`src/rtl/uart_pkg.sv`:
```
// uart_pkg: shared FSM state encoding, parity-type and legal prescale constants
// for the UART receive path, plus a 2-of-3 majority helper.
package uart_pkg;

   typedef enum logic [2:0] {
      IDLE   = 3'd0,
      START  = 3'd1,
      DATA   = 3'd2,
      PARITY = 3'd3,
      STOP   = 3'd4
   } rx_state_e;

   localparam logic PAR_EVEN = 1'b0;
   localparam logic PAR_ODD  = 1'b1;

   localparam int unsigned PRESC_8  = 8;
   localparam int unsigned PRESC_16 = 16;
   localparam int unsigned PRESC_32 = 32;

   function automatic logic maj3(input logic a, input logic b, input logic c);
      return (a & b) | (a & c) | (b & c);
   endfunction

endpackage

```
`src/rtl/uart_rx_sampler.sv`:
```
// uart_rx_sampler: per-bit edge counter and mid-bit sample logic.
// Build option UART_RX_MAJORITY_EN: 2-of-3 majority over the three samples
// centred on PRESCALE/2, decided one cycle later at PRESCALE/2+1.
module uart_rx_sampler
   import uart_pkg::*;
#(
   parameter int unsigned PRESC_W = 6
) (
   input  logic               CLK,
   input  logic               RST,
   input  logic               rx_s,
   input  logic               run,
   input  logic [PRESC_W-1:0] presc,
   output logic               sampled_bit,
   output logic               sample_stb,
   output logic               bit_done
);

   logic [PRESC_W-1:0] edge_cnt;
   logic [PRESC_W-1:0] half;

   // half-bit point and end-of-bit wrap detection
   always_comb begin
      half     = presc >> 1;
      bit_done = run && (edge_cnt == presc - PRESC_W'(1));
   end

   // edge counter: 0..presc-1 per bit, held at 0 while the FSM is idle
   always_ff @(posedge CLK or negedge RST) begin
      if (!RST)
         edge_cnt <= '0;
      else if (!run || bit_done)
         edge_cnt <= '0;
      else
         edge_cnt <= edge_cnt + PRESC_W'(1);
   end

`ifdef UART_RX_MAJORITY_EN
   logic smp_a;
   logic smp_b;

   // capture the two early samples; the third is the live rx_s at half+1
   always_ff @(posedge CLK or negedge RST) begin
      if (!RST) begin
         smp_a <= 1'b1;
         smp_b <= 1'b1;
      end else if (run) begin
         if (edge_cnt == half - PRESC_W'(1))
            smp_a <= rx_s;
         if (edge_cnt == half)
            smp_b <= rx_s;
      end
   end

   // majority decision presented one cycle after the centre sample
   always_comb begin
      sample_stb  = run && (edge_cnt == half + PRESC_W'(1));
      sampled_bit = maj3(smp_a, smp_b, rx_s);
   end
`else
   // single sample at the bit centre
   always_comb begin
      sample_stb  = run && (edge_cnt == half);
      sampled_bit = rx_s;
   end
`endif

endmodule

```
`src/rtl/uart_rx_core.sv`:
```
// uart_rx_core: UART receiver - synchronizer, frame FSM, LSB-first shift
// register, parity/stop checks and one-cycle result strobes.
// Build option UART_RX_MAJORITY_EN (in uart_rx_sampler) selects majority sampling.
module uart_rx_core
   import uart_pkg::*;
#(
   parameter int unsigned DATA_WIDTH = 8,
   parameter int unsigned PRESC_W    = 6
) (
   input  logic                  CLK,
   input  logic                  RST,
   input  logic                  RX_IN,
   input  logic [PRESC_W-1:0]    PRESCALE,
   input  logic                  PAR_EN,
   input  logic                  PAR_TYP,
   output logic [DATA_WIDTH-1:0] P_DATA,
   output logic                  data_valid,
   output logic                  par_err,
   output logic                  stp_err
);

   localparam int unsigned BCW = $clog2(DATA_WIDTH + 1);

   rx_state_e             state;
   rx_state_e             state_nxt;
   logic                  rx_m;
   logic                  rx_s;
   logic [PRESC_W-1:0]    presc_q;
   logic                  par_en_q;
   logic                  par_typ_q;
   logic [DATA_WIDTH-1:0] shift_q;
   logic [BCW-1:0]        bit_cnt;
   logic                  armed;
   logic                  par_bad;
   logic                  run;
   logic                  start_go;
   logic                  frame_end;
   logic                  sampled_bit;
   logic                  sample_stb;
   logic                  bit_done;

   // two-flop synchronizer, idle-high reset value
   always_ff @(posedge CLK or negedge RST) begin
      if (!RST) begin
         rx_m <= 1'b1;
         rx_s <= 1'b1;
      end else begin
         rx_m <= RX_IN;
         rx_s <= rx_m;
      end
   end

   uart_rx_sampler #(
      .PRESC_W (PRESC_W)
   ) u_sampler (
      .CLK         (CLK),
      .RST         (RST),
      .rx_s        (rx_s),
      .run         (run),
      .presc       (presc_q),
      .sampled_bit (sampled_bit),
      .sample_stb  (sample_stb),
      .bit_done    (bit_done)
   );

   // state register
   always_ff @(posedge CLK or negedge RST) begin
      if (!RST)
         state <= IDLE;
      else
         state <= state_nxt;
   end

   // next-state logic; STOP exits at the sample point so a back-to-back start is caught
   always_comb begin
      state_nxt = state;
      start_go  = 1'b0;
      frame_end = 1'b0;
      run       = (state != IDLE);
      case (state)
         IDLE: begin
            if (armed && !rx_s) begin
               state_nxt = START;
               start_go  = 1'b1;
            end
         end
         START: begin
            if (sample_stb && sampled_bit)
               state_nxt = IDLE;
            else if (bit_done)
               state_nxt = DATA;
         end
         DATA: begin
            if (bit_done && (bit_cnt == BCW'(DATA_WIDTH - 1)))
               state_nxt = par_en_q ? PARITY : STOP;
         end
         PARITY: begin
            if (bit_done)
               state_nxt = STOP;
         end
         STOP: begin
            if (sample_stb) begin
               state_nxt = IDLE;
               frame_end = 1'b1;
            end
         end
         default: state_nxt = IDLE;
      endcase
   end

   // frame datapath: config latch, rearm flag, bit counter, shift register, parity check
   always_ff @(posedge CLK or negedge RST) begin
      if (!RST) begin
         presc_q   <= '0;
         par_en_q  <= 1'b0;
         par_typ_q <= PAR_EVEN;
         armed     <= 1'b0;
         bit_cnt   <= '0;
         shift_q   <= '0;
         par_bad   <= 1'b0;
      end else begin
         if (state == IDLE && rx_s)
            armed <= 1'b1;
         if (start_go) begin
            presc_q   <= PRESCALE;
            par_en_q  <= PAR_EN;
            par_typ_q <= PAR_TYP;
            armed     <= 1'b0;
            bit_cnt   <= '0;
            par_bad   <= 1'b0;
         end
         if (state == DATA && sample_stb)
            shift_q <= {sampled_bit, shift_q[DATA_WIDTH-1:1]};
         if (state == DATA && bit_done)
            bit_cnt <= bit_cnt + BCW'(1);
         if (state == PARITY && sample_stb)
            par_bad <= sampled_bit != ((par_typ_q == PAR_ODD) ? ~^shift_q : ^shift_q);
      end
   end

   // result strobes and held output word
   always_ff @(posedge CLK or negedge RST) begin
      if (!RST) begin
         P_DATA     <= '0;
         data_valid <= 1'b0;
         par_err    <= 1'b0;
         stp_err    <= 1'b0;
      end else begin
         data_valid <= 1'b0;
         par_err    <= 1'b0;
         stp_err    <= 1'b0;
         if (frame_end) begin
            if (sampled_bit && !par_bad) begin
               P_DATA     <= shift_q;
               data_valid <= 1'b1;
            end else begin
               stp_err <= ~sampled_bit;
               par_err <= par_bad;
            end
         end
      end
   end

endmodule

```
`config.mk`:
```
export PLATFORM = sky130hd
export DESIGN_NAME = uart_rx_core
export DESIGN_NICKNAME = d
export VERILOG_FILES = /design/src/rtl/uart_pkg.sv /design/src/rtl/uart_rx_sampler.sv /design/src/rtl/uart_rx_core.sv
export SDC_FILE = /design/constraint.sdc
export NUM_CORES = 1
export LEC_CHECK = 0
export CAP_MARGIN = 25
export CELL_PAD_IN_SITES_DETAIL_PLACEMENT = 1
export CELL_PAD_IN_SITES_GLOBAL_PLACEMENT = 2
export CORE_MARGIN = 5
export CORE_UTILIZATION = 41
export CTS_CLUSTER_SIZE = 10
export DETAILED_ROUTE_END_ITERATION = 6
export HOLD_SLACK_MARGIN = 0.08
export PLACE_DENSITY_LB_ADDON = 0.25
export SLEW_MARGIN = 10
export SYNTH_ARGS = -nofsm -noshare
export SYNTH_HDL_FRONTEND = slang
export SYNTH_SLANG_ARGS = --single-unit
```
`constraint.sdc`:
```
create_clock -name CLK -period 5.6 [get_ports CLK]
set_clock_uncertainty 0.1 [all_clocks]
set_input_delay 1.4 -clock CLK [delete_from_list [all_inputs] [get_ports CLK]]
set_output_delay 1.4 -clock CLK [all_outputs]
set_load 0.01 [all_outputs]
```
## After elaboration in Yosys (flattened, before gate mapping)

Cells that the tools add are included.

| word-level totals | value |
|---|---|
| register bits after elaboration | 44 |
| word-level logic and storage cells | 81 |
| input port bits | 11 |

| cells by class | value |
|---|---|
| muxes and demuxes | 26 |
| reduce and logical (&&, ||, !) cells | 23 |
| $add $sub $neg | 3 |
| bitwise gates (word level) | 1 |
| equal/unequal tests | 13 |

Operators by type and width:

| cell | count |
|---|---|
| $mux W3 | 7 |
| $mux W1 | 15 |
| $pmux W3 S5 | 1 |
| $logic_and A1 B1 Y1 | 10 |
| $mux W4 | 2 |
| $ne A2 B2 Y1 const B | 4 |
| $reduce_xnor A8 Y1 | 1 |
| $reduce_xor A8 Y1 | 1 |
| $add A6 B1 Y6 const B | 1 |
| $eq A3 B2 Y1 const B | 2 |
| $eq A6 B5 Y1 | 1 |
| $eq A6 B6 Y1 | 1 |
| $mux W6 | 1 |
| $reduce_bool A2 Y1 | 3 |
| $sub A6 B1 Y6 const B | 1 |
| $reduce_and A5 Y1 | 1 |
| $add A4 B1 Y4 const B | 1 |
| $eq A4 B3 Y1 const B | 1 |
| $eq A3 B1 Y1 const B | 1 |
| $eq A3 B3 Y1 const B | 1 |
| $logic_not A1 Y1 | 3 |
| $logic_not A3 Y1 | 1 |
| $ne A3 B3 Y1 const B | 1 |
| $reduce_bool A3 Y1 | 1 |
| 4 further kinds | 4 |

## Depth between registers and ports, before layout

| logic depth | value |
|---|---|
| word-level depth | 6 |
| gate-level depth with buffers | 7 |
| mapped depth without buffers | 7 |

## Hierarchy

Synthesis repeated with hierarchy kept, for this count alone.

| second synthesis, totals | value |
|---|---|
| cell total of the unflattened synthesis | 174 |
| area, all modules | 2,168.3 µm² |

Modules (own cells, without submodules):

| module | times used | cells an instance | sequential area each (µm²) | area an instance (µm²) |
|---|---|---|---|---|
| uart_rx_core | 1 | 119 | 953.4 | 1,665.3 |
| uart_rx_sampler | 1 | 55 | 150.1 | 503.0 |

## Least setup slack after synthesis

Ideal clock, no wire load.

| timing path | value |
|---|---|
| path type | register -> register |
| start | reg presc_q[0] |
| end | reg state[2] |
| data required time | 5.405 ns |
| library setup time | 0.095 ns |
| path slack | 3.445 ns |
| data arrival time | 1.960 ns |
| cell stages (with the launch flop) | 8 |
| period minus slack after synthesis | 2.155 ns |
| cell sequence | dfrtp_1 > inv_1 > ha_1 > nor2b_1 > or3_1 > a31o_2 > or3_1 > o32ai_2 |

| between the ends | value |
|---|---|
| longest elaborated chain between the ends | 6 |
| elaborated cells on any way between the ends | 8 |

RTL lines:

| item | RTL line | text |
|---|---|---|
| start: declaration | uart_rx_core.sv:28 | `logic [PRESC_W-1:0] presc_q;` |
| start signal: assignment | uart_rx_core.sv:114 | `presc_q <= '0;` |
| start signal: assignment | uart_rx_core.sv:125 | `presc_q <= PRESCALE;` |
| $sub A6 B1 Y6 * | uart_rx_sampler.sv:25 | `bit_done = run && (edge_cnt == presc - PRESC_W'(1));` |
| $eq A6 B6 Y1 * | uart_rx_sampler.sv:25 |  |
| $logic_and A1 B1 Y1 * | uart_rx_sampler.sv:25 |  |
| $logic_and A1 B1 Y1 | uart_rx_core.sv:94 | `if (bit_done && (bit_cnt == BCW'(DATA_WIDTH - 1)))` |
| $ne A2 B2 Y1 (no source line) | -- |  |
| $reduce_and A5 Y1 (no source line) * | -- |  |
| end signal: assignment | uart_rx_core.sv:71 | `state <= state_nxt;` |
| end: declaration | uart_rx_core.sv:24 | `rx_state_e state;` |

Every way passes the cells marked *; elsewhere a longest branch is shown, timed or not.
A chain may end at the register's enable or synchronous reset.

## Final worst setup path

| timing path | value |
|---|---|
| start | reg P_DATA[2] |
| end | out P_DATA[2] |

RTL lines:

| item | RTL line | text |
|---|---|---|
| start: declaration | uart_rx_core.sv:16 | `output logic [DATA_WIDTH-1:0] P_DATA,` |
| start signal: assignment | uart_rx_core.sv:154 | `P_DATA <= shift_q;` |

No word-level cell between the ends.

==> results_dict.tcl <==
set metrics [dict create \
    cp_top_family "buffers and inverters" \
    fillers 561 \
    drt-total-wl_mm 4.64 \
    final_nets 221 \
    cp_cell_sequence "clkdlybuf4s50_1" \
    cts_tree "yes" \
    slowest_delay_ns 0.54 \
    hold_start "rx_m$_DFF_PN1_" \
    crit_path_end_kind "primary output" \
    detail_route.first_pass.iterations 4 \
    syn_to_final_growth_pct 18.5 \
    reg2reg_from "presc_q[0]$_DFFE_PN0P_" \
    syn_nets 198 \
    timing.max_cap.violations 0 \
    cts_htree_levels 2 \
    cts_buffers 5 \
    core_area_um2 5140 \
    fin_crit_ns 2.70 \
    crit_required_ns 4.10 \
    min_path_type "flip-flop to flip-flop" \
    start_util 0.425 \
    postCtsSetupBuffers 0 \
    vias 1501 \
    grt_pass1_vias 1646 \
    async_flop_share 1.00 \
    path_clk_slew_ns 0.09 \
    syn_inst 184 \
    timing.setup.tns_ns 0 \
    seqCellArea_um2 1100 \
    synth_ff_type "dfrtp_1" \
    multiInputGateArea_um2 1030 \
    rows 26 \
    antenna_found_initial 0 \
    portBuffers 21 \
    seq_area_frac_synth 0.505 \
    avgRoutedWirePerCell_um 16.7 \
    grt_pass1_wl_mm 8.11 \
    hold-path-cell-count 0 \
    cts-resized-gates 0 \
    clk_path_buf_depth 2 \
    cp.arrival_ns 1.20 \
    finalCritPeriodShare 0.482 \
    dpl.hpwl_mm 3.39 \
    holdBufCountCts 0 \
    reg2reg_slack_ns 3.08 \
    critPathSlowestCell "clkdlybuf4s50_1" \
    syn-cell-area_um2 2180 \
    tightestPinTransition_ns 0.664 \
    drtAntennaViolNets 0 \
    finalHoldViolations 0 \
    r2r-end "state[1]$_DFFE_PN0P_" \
    die_w_um 83.0 \
    synth.avg_cell_area_um2 11.9 \
    relSlewSlack 0.555 \
    crit_buf_inv 1 \
    gp_congestion 0.791 \
    grt_max_degree 45 \
    powerDensity_nw_per_um2 425 \
    cts_root_buffer "clkbuf_8" \
    drt_iter0_markers 40 \
    ys_types 43 \
    drcViolationCount 0 \
    vias_per_cell 5.40 \
    final-setup-viol-count 0 \
    dieArea_um2 6890 \
    synth_seq_cells 44 \
    p_leak_uw 0.00110 \
    final_util 0.504 \
    rsz0062_at_grt "false" \
    drive_gt1_frac 0.236 \
    reg2regPathDepth 7 \
    path_class "flip-flop to primary output" \
    start_kind "flip-flop" \
    diodes 0 \
    die_h_um 83.0 \
    clk_latency_ns 0.30 \
    min_to "rx_s$_DFF_PN1_" \
    synth_edf_count 0 \
    status "finished, final reports clean" \
    yosysWarningCount 0 \
    cts_sinks 44 \
    ir_drop_mv 0.225 \
    critPathMaxFanout 2 \
    slew_violations 0 \
    io_pins 22 \
    grt_overflow 0 \
    clock.fmax_mhz 370 \
    grt_use_total 0.144 \
]
-- state kept, by name, summed over array words and instances, names as in the netlist, 3 cells and up --
register and count:
shift_q 8, presc_q 6, state 3, bit_cnt 4, u_sampler.edge_cnt 6, P_DATA 8
-- cells in the final DEF, fill, tap and decap left out, types with 2 or more instances in the layout --
cell type / n
dfrtp_1: 42
mux2_2: 25
clkdlybuf4s50_1: 20
xnor2_1: 19
nor3_1: 9
nor2_1: 8
nand3_1: 7
inv_1: 7
nand2_1: 7
xor2_1: 5
clkbuf_8: 5
o21ai_0: 4
nand4_1: 3
ha_1: 3
nor2b_1: 2
or3_1: 2
a31oi_1: 2
a31o_2: 2
nor3b_1: 2
and4_4: 2
a311o_1: 2
mux2i_1: 2
nand4b_1: 2
dfstp_2: 2
-- per-stage QoR --
step	total power (uW)	cell area [um^2]	hold WS, ns	worst slack [ns]	cells
floorplan	753	2180	0.245	3.44	184
global placement	827	2450	0.250	3.24	269
detailed placement	856	2450	0.250	3.11	269
CTS	1110	2570	0.266	2.89	277
global route	1180	2590	0.269	2.84	278
finish	1100	2590	0.262	2.90	278
-- routing by layer --
metal  wire [um]  up-vias  global-route usage
met3         126        6              0.0327
met5           0        -                   0
li1            -      709                   -
met4          59        0              0.0535
met2        2300       22               0.235
met1        2150      764               0.186
-- how the worst max path moves through the flow --
stage	from	to	slack [ns]	cells after the start
2_1_floorplan	presc_q[0]$_DFFE_PN0P_	state[2]$_DFFE_PN0P_	3.44	7
3_3_place_gp	u_sampler.edge_cnt[2]$_DFF_PN0_	P_DATA[5]$_DFFE_PN0P_	3.24	5
3_5_place_dp	presc_q[0]$_DFFE_PN0P_	state[1]$_DFFE_PN0P_	3.11	7
4_1_cts	P_DATA[1]$_DFFE_PN0P_	P_DATA[1]	2.89	1
5_1_grt	P_DATA[7]$_DFFE_PN0P_	P_DATA[7]	2.84	1
6_report	P_DATA[2]$_DFFE_PN0P_	P_DATA[2]	2.90	1
-- synth_stat cells (all sizes together) (2+ instances only) --
cell type  instances  area (um^2)
a31oi              2         12.5
a311o              2         20.0
nor2b              2         12.5
o21ai              5         25.0
nand2              7         26.3
nand3              7         35.0
ha                 3         37.5
nor3              10         55.1
xnor2             19          166
or3                3         23.8
mux2i              2         20.0
nor3b              2         15.0
dfstp              2         52.6
dfrtp             42         1050
inv                7         26.3
xor2               5         43.8
nand4b             2         17.5
mux2              25          282
clkbuf             5         18.8
nor2               8         30.0
a31o               2         17.5
nand4              3         18.8
and4               2         22.5
nor4               2         27.5
-- power by group --
part	internal [uW]	leakage (uW)	switching, uW	total [uW]
clock network	134	0.0000548	115	249
logic	180	0.000469	195	375
registers	381	0.000578	96.2	477
-- cells by family after synthesis --
group	after synthesis	synth area share
AOI/OAI and AO/OA	17	0.0607
xor gates and xnor gates	24	0.0962
adders and majority gates	3	0.0172
buffers and inverters	13	0.0229
DFF	44	0.505
muxes	27	0.138
and+or+nand+nor	56	0.160
-- layout make-up --
class,instances,share of cell area
Timing Repair Buffer,22,0.0870
Clock inverter,3,0.0179
Sequential cell,44,0.426
Inverter,7,0.0101
Multi-Input combinational cell,127,0.398
Tap cell,70,0.0338
Clock buffer,5,0.0266
Note: power is estimated with default switching activity, not from simulation.
